### config.mk
export PLATFORM = sky130hd
export DESIGN_NAME = spot_allocator_flat
export DESIGN_NICKNAME = d
export VERILOG_FILES = /design/src/rtl/park_pkg.sv /design/src/rtl/spot_allocator_if.sv /design/src/rtl/spot_decoder.sv /design/src/rtl/spot_allocator.sv /design/src/flat_wrapper.sv
export SDC_FILE = /design/constraint.sdc
export NUM_CORES = 1
export LEC_CHECK = 0
export ABC_AREA = 0
export BUFFER_PORTS_ARGS = -buffer_cell sky130_fd_sc_hd__buf_2
export CORE_MARGIN = 3
export CORE_UTILIZATION = 54
export DETAILED_ROUTE_END_ITERATION = 8
export GPL_ROUTABILITY_DRIVEN = 0
export PLACE_DENSITY = 0.91
export SLEW_MARGIN = 20
export SYNTH_ARGS = -nofsm -noshare
export SYNTH_HDL_FRONTEND = slang
export SYNTH_HIERARCHICAL = 1
export SYNTH_SLANG_ARGS = --single-unit
### constraint.sdc
create_clock -name clk -period 6.3 [get_ports clk]
set_clock_uncertainty 0.15 [all_clocks]
set_input_delay 0.945 -clock clk [delete_from_list [all_inputs] [get_ports clk]]
set_output_delay 0.945 -clock clk [all_outputs]
set_load 0.05 [all_outputs]
### src/rtl/park_pkg.sv
// ---------------------------------------------------------------------------
// park_pkg
// Shared constants and types for the parking-lot occupancy logic.
//   NUM_SPOTS        : number of managed spots (bit i of occupancy = spot i)
//   IDX_W            : width of a spot code (encoder output, exit index)
//   SPOT_W           : bits needed to address a real spot
//   FULL_CODE        : encoder code meaning "no free spot"
//   GATE_OPEN_CYCLES : cycles the entry gate stays open after a grant
//   TIMER_W          : width of the gate countdown timer
//   state_e          : allocator FSM states
//   popcount()       : number of taken spots in an occupancy vector
// ---------------------------------------------------------------------------
package park_pkg;

    localparam int NUM_SPOTS        = 4;
    localparam int IDX_W            = 3;
    localparam int SPOT_W           = $clog2(NUM_SPOTS);
    localparam logic [IDX_W-1:0] FULL_CODE = 3'b101;
    localparam int GATE_OPEN_CYCLES = 8;
    localparam int TIMER_W          = $clog2(GATE_OPEN_CYCLES + 1);

    typedef enum logic {
        IDLE = 1'b0,
        GATE = 1'b1
    } state_e;

    // Count of set bits; result always fits IDX_W since NUM_SPOTS < 2**IDX_W.
    function automatic logic [IDX_W-1:0] popcount(input logic [NUM_SPOTS-1:0] vec);
        logic [IDX_W-1:0] total;
        total = '0;
        for (int i = 0; i < NUM_SPOTS; i++) begin
            total = total + IDX_W'(vec[i]);
        end
        return total;
    endfunction

endpackage

### src/rtl/spot_allocator_if.sv
// ---------------------------------------------------------------------------
// spot_allocator_if
// Bundles the request/response signals of the spot allocator.
//   master : the lot environment (entry/exit sensors, first-free encoder)
//            drives entry_req, exit_req, exit_idx, loc_code and observes the rest
//   slave  : the allocator itself
// Signals:
//   entry_req, exit_req, exit_idx, loc_code  -> into the allocator
//   occupancy, entry_grant, entry_deny, entry_idx, exit_ack, exit_err,
//   gate_open, full, count                   <- out of the allocator
// ---------------------------------------------------------------------------
interface spot_allocator_if;
    import park_pkg::*;

    logic                 entry_req;
    logic                 exit_req;
    logic [IDX_W-1:0]     exit_idx;
    logic [IDX_W-1:0]     loc_code;
    logic [NUM_SPOTS-1:0] occupancy;
    logic                 entry_grant;
    logic                 entry_deny;
    logic [IDX_W-1:0]     entry_idx;
    logic                 exit_ack;
    logic                 exit_err;
    logic                 gate_open;
    logic                 full;
    logic [IDX_W-1:0]     count;

    modport master (
        output entry_req, exit_req, exit_idx, loc_code,
        input  occupancy, entry_grant, entry_deny, entry_idx,
               exit_ack, exit_err, gate_open, full, count
    );

    modport slave (
        input  entry_req, exit_req, exit_idx, loc_code,
        output occupancy, entry_grant, entry_deny, entry_idx,
               exit_ack, exit_err, gate_open, full, count
    );

endinterface

### src/rtl/spot_decoder.sv
// ---------------------------------------------------------------------------
// spot_decoder
// Turns a spot code into a one-hot spot mask. Codes that do not name a real
// spot (>= NUM_SPOTS, including FULL_CODE) produce an all-zero mask, so the
// caller can use "mask is non-zero" as "code is a real spot".
//   code_i   : IDX_W-bit spot code
//   onehot_o : NUM_SPOTS-bit mask, bit code_i set
// ---------------------------------------------------------------------------
module spot_decoder
    import park_pkg::*;
(
    input  logic [IDX_W-1:0]     code_i,
    output logic [NUM_SPOTS-1:0] onehot_o
);

    // Plain decode with range guard for out-of-lot codes.
    always_comb begin
        onehot_o = '0;
        if (code_i < IDX_W'(NUM_SPOTS)) begin
            onehot_o[code_i[SPOT_W-1:0]] = 1'b1;
        end
    end

endmodule

### src/rtl/spot_allocator.sv
// ---------------------------------------------------------------------------
// spot_allocator
// Sequential occupancy manager for the parking lot. Owns the occupancy vector
// that feeds the first-free encoder, allocates the returned spot on car entry,
// releases spots on car exit, runs the entry-gate timer and reports full/count.
// Ports:
//   clk   : system clock, rising edge
//   rst_n : asynchronous active-low reset
//   bus   : spot_allocator_if.slave
//           in : entry_req, exit_req, exit_idx, loc_code
//           out: occupancy, entry_grant, entry_deny, entry_idx, exit_ack,
//                exit_err, gate_open, full, count (all registered)
// ---------------------------------------------------------------------------
module spot_allocator
    import park_pkg::*;
(
    input  logic            clk,
    input  logic            rst_n,
    spot_allocator_if.slave bus
);

    state_e               state_q,     state_d;
    logic [TIMER_W-1:0]   timer_q,     timer_d;
    logic                 pend_q,      pend_d;
    logic [NUM_SPOTS-1:0] occ_q,       occ_d;
    logic [IDX_W-1:0]     entry_idx_q, entry_idx_d;
    logic [IDX_W-1:0]     count_q,     count_d;
    logic                 full_q,      full_d;
    logic                 grant_q,     grant_d;
    logic                 deny_q,      deny_d;
    logic                 ack_q,       ack_d;
    logic                 err_q,       err_d;
    logic                 gate_q,      gate_d;

    logic [NUM_SPOTS-1:0] alloc_oh;
    logic [NUM_SPOTS-1:0] release_oh;
    logic                 alloc_ok;
    logic                 exit_valid;
    logic                 entry_want;

    // Spot code from the encoder -> bit to set on a grant.
    spot_decoder u_alloc_dec (
        .code_i   (bus.loc_code),
        .onehot_o (alloc_oh)
    );

    // Exit index -> bit to clear on a release.
    spot_decoder u_release_dec (
        .code_i   (bus.exit_idx),
        .onehot_o (release_oh)
    );

    // Codes 4..7 decode to zero, so FULL_CODE and the unused codes all deny.
    assign alloc_ok   = |alloc_oh;
    assign exit_valid = |(release_oh & occ_q);
    assign entry_want = bus.entry_req | pend_q;

    // State and output registers; reset also aborts a gate in progress.
    always_ff @(posedge clk or negedge rst_n) begin
        if (!rst_n) begin
            state_q     <= IDLE;
            timer_q     <= '0;
            pend_q      <= 1'b0;
            occ_q       <= '0;
            entry_idx_q <= '0;
            count_q     <= '0;
            full_q      <= 1'b0;
            grant_q     <= 1'b0;
            deny_q      <= 1'b0;
            ack_q       <= 1'b0;
            err_q       <= 1'b0;
            gate_q      <= 1'b0;
        end else begin
            state_q     <= state_d;
            timer_q     <= timer_d;
            pend_q      <= pend_d;
            occ_q       <= occ_d;
            entry_idx_q <= entry_idx_d;
            count_q     <= count_d;
            full_q      <= full_d;
            grant_q     <= grant_d;
            deny_q      <= deny_d;
            ack_q       <= ack_d;
            err_q       <= err_d;
            gate_q      <= gate_d;
        end
    end

    // Next-state logic. Exits are served in any state. An entry is served only
    // in IDLE and only when no exit is pending this cycle; otherwise it is
    // parked in the one-deep pend flag so it sees the post-exit occupancy.
    always_comb begin
        state_d     = state_q;
        timer_d     = timer_q;
        pend_d      = pend_q;
        occ_d       = occ_q;
        entry_idx_d = entry_idx_q;
        grant_d     = 1'b0;
        deny_d      = 1'b0;
        ack_d       = 1'b0;
        err_d       = 1'b0;

        if (bus.exit_req) begin
            if (exit_valid) begin
                occ_d = occ_q & ~release_oh;
                ack_d = 1'b1;
            end else begin
                err_d = 1'b1;
            end
        end

        case (state_q)
            IDLE: begin
                if (entry_want) begin
                    if (bus.exit_req) begin
                        pend_d = 1'b1;
                    end else begin
                        pend_d = 1'b0;
                        if (alloc_ok) begin
                            occ_d       = occ_q | alloc_oh;
                            grant_d     = 1'b1;
                            entry_idx_d = bus.loc_code;
                            timer_d     = TIMER_W'(GATE_OPEN_CYCLES - 1);
                            state_d     = GATE;
                        end else begin
                            deny_d = 1'b1;
                        end
                    end
                end
            end
            GATE: begin
                // Further pulses while already pending are dropped.
                if (bus.entry_req) begin
                    pend_d = 1'b1;
                end
                if (timer_q == '0) begin
                    state_d = IDLE;
                end else begin
                    timer_d = timer_q - 1'b1;
                end
            end
            default: begin
                state_d = IDLE;
            end
        endcase

        // Status follows the occupancy being written this cycle.
        count_d = popcount(occ_d);
        full_d  = &occ_d;
        gate_d  = (state_d == GATE);
    end

    assign bus.occupancy   = occ_q;
    assign bus.entry_grant = grant_q;
    assign bus.entry_deny  = deny_q;
    assign bus.entry_idx   = entry_idx_q;
    assign bus.exit_ack    = ack_q;
    assign bus.exit_err    = err_q;
    assign bus.gate_open   = gate_q;
    assign bus.full        = full_q;
    assign bus.count       = count_q;

endmodule

### src/flat_wrapper.sv
// flat-port wrapper written by rule: the top's interface ports become plain ports
module spot_allocator_flat import park_pkg::*;
  (clk, rst_n, bus_entry_req, bus_exit_req, bus_exit_idx, bus_loc_code, bus_occupancy, bus_entry_grant, bus_entry_deny, bus_entry_idx, bus_exit_ack, bus_exit_err, bus_gate_open, bus_full, bus_count);
  spot_allocator_if bus_i ();
  input  logic clk;
  input  logic rst_n;
  input wire logic [$bits(bus_i.entry_req)-1:0] bus_entry_req;
  input wire logic [$bits(bus_i.exit_req)-1:0] bus_exit_req;
  input wire logic [$bits(bus_i.exit_idx)-1:0] bus_exit_idx;
  input wire logic [$bits(bus_i.loc_code)-1:0] bus_loc_code;
  output wire logic [$bits(bus_i.occupancy)-1:0] bus_occupancy;
  output wire logic [$bits(bus_i.entry_grant)-1:0] bus_entry_grant;
  output wire logic [$bits(bus_i.entry_deny)-1:0] bus_entry_deny;
  output wire logic [$bits(bus_i.entry_idx)-1:0] bus_entry_idx;
  output wire logic [$bits(bus_i.exit_ack)-1:0] bus_exit_ack;
  output wire logic [$bits(bus_i.exit_err)-1:0] bus_exit_err;
  output wire logic [$bits(bus_i.gate_open)-1:0] bus_gate_open;
  output wire logic [$bits(bus_i.full)-1:0] bus_full;
  output wire logic [$bits(bus_i.count)-1:0] bus_count;
  assign bus_i.entry_req = bus_entry_req;
  assign bus_i.exit_req = bus_exit_req;
  assign bus_i.exit_idx = bus_exit_idx;
  assign bus_i.loc_code = bus_loc_code;
  assign bus_occupancy = bus_i.occupancy;
  assign bus_entry_grant = bus_i.entry_grant;
  assign bus_entry_deny = bus_i.entry_deny;
  assign bus_entry_idx = bus_i.entry_idx;
  assign bus_exit_ack = bus_i.exit_ack;
  assign bus_exit_err = bus_i.exit_err;
  assign bus_gate_open = bus_i.gate_open;
  assign bus_full = bus_i.full;
  assign bus_count = bus_i.count;
  spot_allocator u_core (.clk(clk), .rst_n(rst_n), .bus(bus_i));
endmodule
* Word-level counts from Yosys, hierarchy flattened *
Cells that the tools add are included.

storage, ports and cells
  flip-flop bits (word level) = 21
  bits of input ports = 10
  output and inout port bits = 16
  word-level logic and storage cells = 77

cells by class
  add/sub/neg operators = 4
  magnitude comparators = 6
  equal/unequal tests = 5
  mux-type cells = 35
  bitwise gates (word level) = 7
  reduce and logical (&&, ||, !) cells = 9

operator list
  cell                 count
  $mux 4               12
  $mux 1               18
  $reduce_and 4->1     3
  $and 4x4->4          2
  $pmux 4 s2           1
  $reduce_or 4->1      2
  $add 3x1->3          2
  $lt 2x3->1 const B   2
  $lt 3x3->1 const B   2
  $ne 2x2->1 const B   3
  $demux 1 s2          2
  $ge 2x1->1 const B   2
  $logic_not 4->1      1
  $ne 2x1->1 const B   2
  $not 4->4            1
  $or 4x4->4           1
  $pmux 1 s2           2
  $sub 4x1->4 const B  1
  $add 1x1->2          1
  $logic_and 1x1->1    2
  $not 1->1            2
  $reduce_and 2->1     1
  $or 1x1->1           1

* Longest topological paths before layout *
Gate-level depths: netlist of run 1.

  depth after elaboration = 16
  depth in mapped cells = 7

* Modules after synthesis *
The synthesis of run 1 kept the hierarchy.

by module, submodules not included
  module          times used  cells each  area each (um^2)
  spot_allocator  1           76          925.9
  spot_decoder    2           4           30.0

* Worst setup path after synthesis of run 1 *
No wires, ideal clock.

  path kind = input to register
  from = in bus_entry_req
  to = reg u_core.count_q[1] (netlist: u_core/bus.count[1])
  library setup time = 0.126 ns
  arrival = 2.550 ns
  slack = 3.474 ns
  cell stages on the path = 7
  path buffers = 1
  path through = or2_2 > clkbuf_1 > a31oi_1 > a21oi_1 > fa_1 > ha_1 > ha_1

between the ends
  cells in the longest elaborated chain, start to end = 6

RTL lines
  element                   RTL line               source
  from (decl)               flat_wrapper.sv:7      input wire logic [$bits(bus_i.entry_req)-1:0] bus_entry_req;
  $or 1x1->1                spot_allocator.sv:56   assign entry_want = bus.entry_req | pend_q;
  $mux 4                    spot_allocator.sv:114  if (entry_want) begin
  $mux 4                    spot_allocator.sv:112  case (state_q)
  via u_core.occ_d[1]       spot_allocator.sv:25   logic [NUM_SPOTS-1:0] occ_q, occ_d;
  $add 1x1->2               park_pkg.sv:32         total = total + IDX_W'(vec[i]);
  $add 3x1->3 (2 in a row)  park_pkg.sv:32
  via u_core.count_d[1]     spot_allocator.sv:27   logic [IDX_W-1:0] count_q, count_d;
  to (signal assigned)      spot_allocator.sv:79   count_q <= count_d;
  to (decl)                 spot_allocator.sv:27

The timed path passes the listed nets, and every way through them passes these cells.
A chain may end at the register's enable or synchronous reset.

* Final worst setup path of run 1 *
  from = in bus_exit_req
  to = reg u_core.count_q[1] (netlist: u_core/bus.count[1])

between the ends
  cells in the longest elaborated chain, start to end = 8

RTL lines
  element                       RTL line               source
  from (decl)                   flat_wrapper.sv:8      input wire logic [$bits(bus_i.exit_req)-1:0] bus_exit_req;
  $mux 4                        spot_allocator.sv:103  if (bus.exit_req) begin
  $mux 4                        spot_allocator.sv:119  if (alloc_ok) begin
  $mux 4                        spot_allocator.sv:115  if (bus.exit_req) begin
  $mux 4                        spot_allocator.sv:114
  $mux 4 (*)                    spot_allocator.sv:112
  via u_core.occ_d[1]           spot_allocator.sv:25
  $add 1x1->2 (*)               park_pkg.sv:32
  $add 3x1->3 (*) (2 in a row)  park_pkg.sv:32
  via u_core.count_d[1]         spot_allocator.sv:27

The timed path passes the listed nets; every way through them passes the cells marked *.

==> flow_summary.json, run 1 <==
{
  "maxCapViolCount": 0,
  "die_w_um": 48.73,
  "diodes": 0,
  "gr-usage-all-layers": 0.1905,
  "vias_per_cell": 5.618,
  "ant_nets": 0,
  "die-area_mm2": 0.002375,
  "route.detailed.drc": 0,
  "wl_mm": 2.003,
  "switching_share": 0.4784,
  "power_density_mw_per_mm2": 479.9,
  "core_area_mm2": 0.001612,
  "tns_ns": 0,
  "path_clk_slew_ns": 0.11,
  "status": "completed",
  "worst_pin_slew_ns": 0.4359,
  "hp-class": "register to register",
  "drive_gt1_frac": 0.3482,
  "hpwl_mm": 1.472,
  "yosysWarnings": 6,
  "syn_nets": 99,
  "dr.pass1.iters": 4,
  "met1_usage": 0.2520,
  "antenna_found_initial": 0,
  "syn_avg_cell_area_um2": 11.74,
  "reg2reg_depth": 6,
  "relSlewSlack": 0.7094,
  "top_usage_layer": "met2",
  "r2r_slack_ns": 3.84,
  "synth.largest_area_cell": "dfrtp_1",
  "synth_cell_type_count": 34,
  "holdWs_ns": 0.3628,
  "power.switching_mw": 0.2672,
  "cts_made_buffers": 3,
  "synth-edff-count": 0,
  "cts-hold-fix-buffers": 0,
  "post_cts_buffers": 0,
  "endpoint_kind": "register",
  "r2r-start": "u_core/bus.gate_open",
  "timing.final.crit_period_ns": 2.748,
  "cts.sinks": 21,
  "cts_resized": 0,
  "overflow": 0,
  "grtUsageMet3": 0.04908,
  "synth-main-ff-cell": "dfrtp_1",
  "pwr-share-comb": 0.495,
  "async_flop_share": 1.000,
  "layout.nets": 128,
  "worst_setup_path_startpoint": "bus_exit_req",
  "grt_util_met2": 0.2896,
  "netlist_area_um2": 985.9,
  "instances_no_fill": 136,
  "crit_fanout": 8,
  "synth_top_area_frac": 0.5330,
  "finalHoldViolCount": 0,
  "die_h_um": 48.73,
  "critical_path_required_ns": 6.35,
  "post-route-period-util": 0.4362,
  "clockRootBuffer": "clkbuf_4",
  "yosys_register_bits": 21,
  "internal_power_mw": 0.2912,
  "pwr-share-seq": 0.389,
  "ys_top_cells_by_area": "dfrtp_1, ha_1, mux2_4",
  "critPathKind": "input pin to register",
  "p_leak_nw": 0.5859,
  "wl_per_cell_um": 14.73,
  "grt_pass1_wl_mm": 3.415,
  "grt_max_degree": 22,
  "synth_cells": 84,
  "cts_tree": "yes",
  "cp-endpoint": "u_core/bus.count[1]",
  "slew_violations": 0,
  "vias": 764,
  "dr.first_iter.drc_count": 44,
  "crit_path_start_kind": "input pin",
  "synth-seq-area-share": 0.5330,
  "port-buffer-count": 25,
  "p_clk_frac": 0.116,
  "setup_viol": 0,
  "arrival_ns": 2.80,
  "num_rows": 14,
  "regToRegEndpoint": "u_core/bus.count[1]",
  "placedCellCount": 132,
  "fill_cells": 118,
  "h-tree-depth": 1,
  "rsz0062_at_grt": "false",
  "peakVddDrop_v": 0.0002411,
  "insertion_delay_ns": 0.31,
  "num_io_pins": 26,
  "initial_utilization": 0.6118,
  "max_freq_mhz": 363.9,
  "cts_buffer_depth": 2,
  "synthToLayoutAreaGrowth_pct": 18.02,
  "first_global_vias": 716
}
## per-stage QoR
stage | total power, mW | area, um2 | utilization | setup WS (ns)
3_3_place_gp | 0.4832 | 1137 | 0.7057 | 3.314
3_5_place_dp | 0.4947 | 1137 | 0.7057 | 3.211
2_1_floorplan | 0.4266 | 985.9 | - | 3.474
6_report | 0.5584 | 1164 | 0.7221 | 3.552
4_1_cts | 0.5604 | 1164 | 0.7221 | 3.548
5_1_grt | 0.5943 | 1164 | 0.7221 | 3.442
## layer usage
layer,vias to the layer above,wire [um]
met4,0,32
met1,358,902
li1,359,-
met2,44,890
met5,-,0
met3,3,178
## worst max-delay path, stage by stage
cell	delay, ns
buf_2	0.15
nor2_2	0.30
a31oi_1	0.14
a21oi_1	0.33
fa_1	0.46
ha_1	0.20
ha_1	0.27
## sequential cells by signal, summed over array words and instances (netlist names)
register and flops:
u_core/bus.occupancy 4, u_core/timer_q 4, u_core/pend_q 1, u_core/bus.entry_deny 1
u_core/bus.exit_err 1, u_core/bus.count 3, u_core/bus.gate_open 1, u_core/bus.full 1
u_core/bus.entry_grant 1, u_core/bus.entry_idx 3, u_core/bus.exit_ack 1
## power by group through the flow
stage	combinational [mW]	sequential [mW]	clock (mW)
after floorplan	0.108	0.318	0
final	0.276	0.217	0.0647
after CTS	0.278	0.217	0.0662
after detailed placement	0.277	0.218	0
after global placement	0.268	0.215	0
after global routing	0.296	0.224	0.0747
## how the worst min path moves through the flow
stage / from / to / slack [ns] / cells after the start
after CTS: u_core/pend_q / u_core/pend_q / 0.37 / 2
after floorplan: u_core/pend_q / u_core/pend_q / 0.32 / 2
after global routing: u_core/bus.entry_idx[1] / u_core/bus.entry_idx[1] / 0.39 / 1
final: u_core/pend_q / u_core/pend_q / 0.36 / 2
after global placement: u_core/pend_q / u_core/pend_q / 0.33 / 2
after detailed placement: u_core/bus.entry_idx[0] / u_core/bus.entry_idx[0] / 0.34 / 1
## kinds of logic after synthesis
kind of cell    after synthesis  synth area share
simple gates                 30            0.1840
flops                        21            0.5330
compound gates               18            0.1244
buf+inv                       5           0.02157
mux                           5           0.06599
fa+ha+maj                     5           0.07107
## cell usage after synthesis (2+ instances only)
library cell,number
a31oi_1,3
a21oi_1,4
ha_1,4
mux2i_1,2
mux2_4,3
dfrtp_1,21
nor3_1,2
inv_1,3
nor2_1,6
nor3b_1,4
and3b_2,2
a21boi_0,2
a22oi_1,2
nand2_1,6
## cells in the final DEF (no fill, tap or decap), types with 2 or more instances in the layout
master     n
a21boi_0   2
a21oi_1    4
a22oi_1    2
a31oi_1    3
and3b_2    2
buf_2     25
clkbuf_4   3
dfrtp_1   21
ha_1       4
inv_1      3
mux2_4     3
mux2i_1    2
nand2_1    6
nor2_1     6
nor3_1     2
nor3b_1    4
## layout make-up
cell class                 instances  area [um2]  area share
sequential                        21       525.5      0.4516
multi-input combinational         58       439.2      0.3774
timing repair buffer              25       125.1      0.1075
tap                               24       30.03     0.02581
clock buffer                       4       26.28     0.02258
inverter                           4       17.52     0.01505
Note: power is estimated with default switching activity, not from simulation.
==> inputs of run 2 (changes only) <==
Settings changed: ABC_AREA 0 to 1, CORE_UTILIZATION 54 to 50, PLACE_DENSITY 0.91 to 0.86.
Clock period 6.3 ns to 2.7 ns, I/O delays scaled along.
==> run 2 against run 1 <==
  * Via count grew 21%
  * Sequential share of layout area shrank 1.5 points
  * Non-clock buffer count grew 3
  * Count of clock-buffer cells in the layout shrank 1
  * Global-route usage is essentially flat
  * Clock power grew 130%
  * Flip-flop and latch count is the same
  * Area after synthesis grew 1.0%
  * Routed wire length grew 13%
  * Sequential power grew 140%
==> flow_summary.json, run 2 <==
{
  "status": "completed",
  "layout.nets": 166,
  "yosys_register_bits": 21,
  "crit_fanout": 3,
  "cts_made_buffers": 3,
  "max_freq_mhz": 406.4,
  "wl_mm": 2.267,
  "cts_tree": "yes",
  "r2r-start": "u_core/bus.gate_open",
  "power_density_mw_per_mm2": 1195,
  "clockRootBuffer": "clkbuf_4",
  "pwr-share-seq": 0.354,
  "route.detailed.drc": 0,
  "peakVddDrop_v": 0.0007297,
  "first_global_vias": 902,
  "power.switching_mw": 0.7449,
  "path_clk_slew_ns": 0.12,
  "critical_path_required_ns": 2.74,
  "cts_buffer_depth": 2,
  "critPathKind": "input pin to register",
  "yosysMostFrequentCell": "nand2_1",
  "synth_top_area_frac": 0.5276,
  "synth-seq-area-share": 0.5276,
  "fin_ws_ns": 0.2392,
  "num_rows": 15,
  "diodes": 0,
  "r2r_slack_ns": 0.25,
  "ys_top_cells_by_area": "dfrtp_1, nand2_1, nor2_1",
  "endpoint_kind": "register",
  "port-buffer-count": 25,
  "insertion_delay_ns": 0.30,
  "h-tree-depth": 1,
  "crit_path_start_kind": "input pin",
  "synth-edff-count": 0,
  "instances_no_fill": 175,
  "dr.pass1.iters": 4,
  "p_leak_nw": 0.6901,
  "switching_share": 0.5174,
  "internal_power_mw": 0.6948,
  "antenna_found_initial": 0,
  "synthToLayoutAreaGrowth_pct": 20.98,
  "grt_max_degree": 22,
  "placedCellCount": 170,
  "pwr-share-comb": 0.542,
  "hpwl_mm": 1.620,
  "timing.final.crit_period_ns": 2.461,
  "synth.largest_area_cell": "dfrtp_1",
  "relSlewSlack": 0.6869,
  "regToRegEndpoint": "u_core/bus.count[1]",
  "grt_pass1_wl_mm": 3.712,
  "layout_commonest_cell": "nand2_1",
  "maxCapViolCount": 0,
  "vias": 925,
  "post-route-period-util": 0.9114,
  "place_area_mm2": 0.001167,
  "die-area_mm2": 0.002563,
  "synth_cells": 118,
  "vias_per_cell": 5.286,
  "wl_per_cell_um": 12.95,
  "rsz0062_at_grt": "false",
  "hp-class": "input pin to register",
  "finalHoldViolCount": 0,
  "core_area_mm2": 0.001802,
  "ant_nets": 0,
  "holdWs_ns": 0.1656,
  "dr.first_iter.drc_count": 72,
  "synth-main-ff-cell": "dfrtp_1",
  "setup_viol": 0,
  "drive_gt1_frac": 0.2467,
  "final_cell_mix": "nand2_1, buf_2, nor2_1",
  "num_io_pins": 26,
  "p_clk_frac": 0.104,
  "tns_ns": 0,
  "die_h_um": 50.63,
  "overflow": 0,
  "syn_nets": 133,
  "cts.sinks": 21,
  "die_w_um": 50.63,
  "cp-endpoint": "u_core/bus.count[1]",
  "arrival_ns": 2.50,
  "ys_top_cells_by_count": "nand2_1, nor2_1, dfrtp_1",
  "syn_avg_cell_area_um2": 8.440,
  "slew_violations": 0,
  "synth_cell_type_count": 16,
  "reg2reg_depth": 6,
  "yosysWarnings": 6,
  "gr-usage-all-layers": 0.1903,
  "worst_setup_path_startpoint": "bus_loc_code[2]",
  "final_cell_area_mm2": 0.001205,
  "netlist_area_um2": 996.0,
  "worst_pin_slew_ns": 0.4647,
  "cts_resized": 0,
  "dpl_worst_slack_ns": 0.005921,
  "async_flop_share": 1.000,
  "initial_utilization": 0.5528
}
-- run 2: layout make-up --
type                       count  area, um2
clock buffer                   3      22.52
clock inverter                 1      5.005
fill                         163      596.8
inverter                      17      63.81
multi-input combinational     80      406.6
sequential                    21      525.5
tap                           25      31.28
timing repair buffer          28      150.1
-- run 2: cell families (layout without fill, tap and decap cells) --
group	count (synthesis)	after routing	synth area share
simple gates	56	56	0.2349
flops	21	21	0.5276
compound gates	19	19	0.1030
buf+inv	17	49	0.06407
fa+ha+maj	5	5	0.07035
-- run 2: power groups by stage --
| stage | clock network (mW) | logic (mW) | registers (mW) |
|---|---|---|---|
| after floorplan | 0 | 0.278 | 0.800 |
| after global placement | 0 | 0.736 | 0.510 |
| after detailed placement | 0 | 0.776 | 0.515 |
| after CTS | 0.153 | 0.782 | 0.510 |
| after global routing | 0.170 | 0.842 | 0.526 |
| final | 0.150 | 0.780 | 0.510 |
-- run 2: how the worst min path moves through the flow --
| stage | start | endpoint | slack (ns) | cells past startpoint |
|---|---|---|---|---|
| floorplan | rst_n | u_core/bus.count[0] | -0.04 | 0 |
| global placement | rst_n | u_core/timer_q[1] | 0.22 | 1 |
| detailed placement | rst_n | u_core/timer_q[1] | 0.23 | 1 |
| CTS | bus_loc_code[2] | u_core/bus.entry_idx[2] | 0.16 | 3 |
| global route | bus_loc_code[2] | u_core/bus.entry_idx[2] | 0.17 | 3 |
| finish | bus_loc_code[2] | u_core/bus.entry_idx[2] | 0.17 | 3 |
-- run 2: critical path: stages --
cell,delay [ns]
buf_2,0.10
inv_1,0.06
nand2_1,0.06
nor2_1,0.17
nor2_1,0.10
nand2_1,0.10
nand2_1,0.09
o21ai_0,0.41
fa_1,0.52
ha_1,0.20
ha_1,0.27
-- run 2: what timing repair did --
item,in CTS,in global routing
endpoints found under the hold margin,21,0
hold buffers,1,0
setup buffers,0,0
-- run 2: metrics by stage --
stage,util,power (mW)
after detailed placement,0.6479,1.291
after CTS,0.6688,1.446
after global routing,0.6688,1.538
after floorplan,-,1.079
after global placement,0.6479,1.246
final,0.6688,1.440
-- run 2: routing by layer --
| metal | up-vias | wire length [um] | GRT usage |
|---|---|---|---|
| met2 | 54 | 1202 | 0.3348 |
| met1 | 435 | 857 | 0.2190 |
| met4 | 0 | 27 | 0.08520 |
| li1 | 431 | - | - |
| met3 | 5 | 179 | 0.04154 |
| met5 | - | 0 | 0 |
==> inputs of run 3 (changes only) <==
Settings changed: PLACE_DENSITY 0.86 to 0.76.
==> run 3 against run 2 <==
  * Largest power group unchanged
  * Sequential power is essentially flat
  * Largest cell class unchanged
  * Non-clock buffer count is 1 higher
  * Fmax is 5.0% higher
  * Highest routed layer unchanged
==> flow_summary.json, run 3 (synthesized netlist as in run 2, its figures left out) <==
{
  "arrival_ns": 2.40,
  "cts.sinks": 21,
  "gr-usage-all-layers": 0.1731,
  "vias": 830,
  "insertion_delay_ns": 0.30,
  "die_w_um": 50.63,
  "endpoint_kind": "register",
  "max_freq_mhz": 426.6,
  "regToRegEndpoint": "u_core/bus.count[1]",
  "die-area_mm2": 0.002563,
  "hpwl_mm": 1.500,
  "dr.pass1.iters": 4,
  "path_clk_slew_ns": 0.12,
  "num_rows": 15,
  "num_io_pins": 26,
  "cts_tree": "yes",
  "worst_setup_path_startpoint": "u_core/pend_q",
  "rsz0062_at_grt": "false",
  "power_density_mw_per_mm2": 1173,
  "setup_viol": 0,
  "cp-endpoint": "u_core/bus.count[1]",
  "wl_per_cell_um": 11.01,
  "post-route-period-util": 0.8681,
  "p_leak_nw": 0.6952,
  "initial_utilization": 0.5528,
  "reg2reg_depth": 8,
  "internal_power_mw": 0.6950,
  "timing.final.crit_period_ns": 2.344,
  "drive_gt1_frac": 0.2517,
  "dr.first_iter.drc_count": 22,
  "critPathKind": "register to register",
  "cts_made_buffers": 3,
  "die_h_um": 50.63,
  "critical_path_required_ns": 2.75,
  "crit_fanout": 4,
  "r2r_slack_ns": 0.36,
  "relSlewSlack": 0.6976,
  "clockRootBuffer": "clkbuf_4",
  "p_clk_frac": 0.109,
  "crit_path_start_kind": "register",
  "h-tree-depth": 1,
  "power.switching_mw": 0.7270,
  "cts_resized": 0,
  "status": "completed",
  "wl_mm": 1.937,
  "diodes": 0,
  "r2r-start": "u_core/pend_q",
  "layout.nets": 167,
  "grt_max_degree": 22,
  "postLayoutCoreUtil": 0.6729,
  "ant_nets": 0,
  "synthToLayoutAreaGrowth_pct": 21.73,
  "core_area_mm2": 0.001802,
  "pwr-share-comb": 0.535,
  "slew_violations": 0,
  "route.detailed.drc": 0,
  "cts_buffer_depth": 2,
  "antenna_found_initial": 0,
  "switching_share": 0.5113,
  "port-buffer-count": 25,
  "overflow": 0,
  "layout_commonest_cell": "nand2_1",
  "maxCapViolCount": 0,
  "first_global_vias": 790,
  "hp-class": "input pin to register",
  "grt_pass1_wl_mm": 3.346,
  "worst_pin_slew_ns": 0.4536,
  "vias_per_cell": 4.716,
  "post_cts_buffers": 0,
  "finalHoldViolCount": 0,
  "final_cell_mix": "nand2_1, buf_2, nor2_1",
  "tns_ns": 0,
  "pwr-share-seq": 0.357,
  "peakVddDrop_v": 0.0006604
}
run 3: changes by cell type in the layout (fill, tap and decap cells not counted), sizes merged:
cell  before  now
buf       27   28
run 3: layout make-up:
| cell class | instances | area (um2) |
|---|---|---|
| sequential | 21 | 525.5 |
| timing repair buffer | 29 | 157.7 |
| fill | 166 | 589.3 |
| tap | 25 | 31.28 |
| clock inverter | 1 | 5.005 |
| multi-input combinational | 80 | 406.6 |
| inverter | 17 | 63.81 |
| clock buffer | 3 | 22.52 |
run 3: worst min-delay path by stage:
stage	to	slack (ns)	start	depth (start not counted)
after floorplan	u_core/bus.count[0]	-0.04	rst_n	0
after CTS	u_core/bus.entry_idx[2]	0.16	bus_loc_code[2]	3
final	u_core/bus.entry_idx[2]	0.16	bus_loc_code[2]	3
after detailed placement	u_core/timer_q[2]	0.23	rst_n	1
after global routing	u_core/bus.entry_idx[2]	0.16	bus_loc_code[2]	3
after global placement	u_core/timer_q[1]	0.23	rst_n	1
run 3: power by group through the flow:
stage / Sequential, mW / Clock [mW] / Combinational [mW]
after detailed placement: 0.516 / 0 / 0.762
after global placement: 0.510 / 0 / 0.749
after floorplan: 0.800 / 0 / 0.278
after global routing: 0.522 / 0.168 / 0.833
final: 0.507 / 0.155 / 0.760
after CTS: 0.508 / 0.158 / 0.769
run 3: repair_timing:
| item | CTS | global route |
|---|---|---|
| setup endpoints to repair | 0 | 0 |
| endpoints found under the hold margin | 21 | 0 |
| hold buffers | 1 | 0 |
run 3: worst max-delay path: stages (launching register included):
cell	delay, ns
dfrtp_1	0.40
nor2_1	0.25
nor2_1	0.12
o21ai_0	0.11
o21ai_0	0.11
buf_4	0.16
fa_1	0.48
ha_1	0.20
ha_1	0.26
run 3: metal layers:
metal | GRT usage | share of wire | vias up
met2 | 0.2761 | 0.47 | 19
met4 | 0.06726 | 0.0083 | 0
met5 | 0 | 0 | -
li1 | - | - | 436
met1 | 0.2322 | 0.47 | 373
met3 | 0.03264 | 0.049 | 2
run 3: metrics by stage:
step | area (um2) | power [mW] | worst slack (ns) | hold WS [ns] | instances
2_1_floorplan | 996.0 | 1.079 | 0.2854 | -0.04059 | 118
3_3_place_gp | 1175 | 1.260 | 0.2363 | 0.2254 | 171
3_5_place_dp | 1175 | 1.278 | 0.1753 | 0.2312 | 171
4_1_cts | 1212 | 1.435 | 0.3646 | 0.1557 | 176
5_1_grt | 1212 | 1.524 | 0.2024 | 0.1632 | 176
6_report | 1212 | 1.422 | 0.3561 | 0.1583 | 176
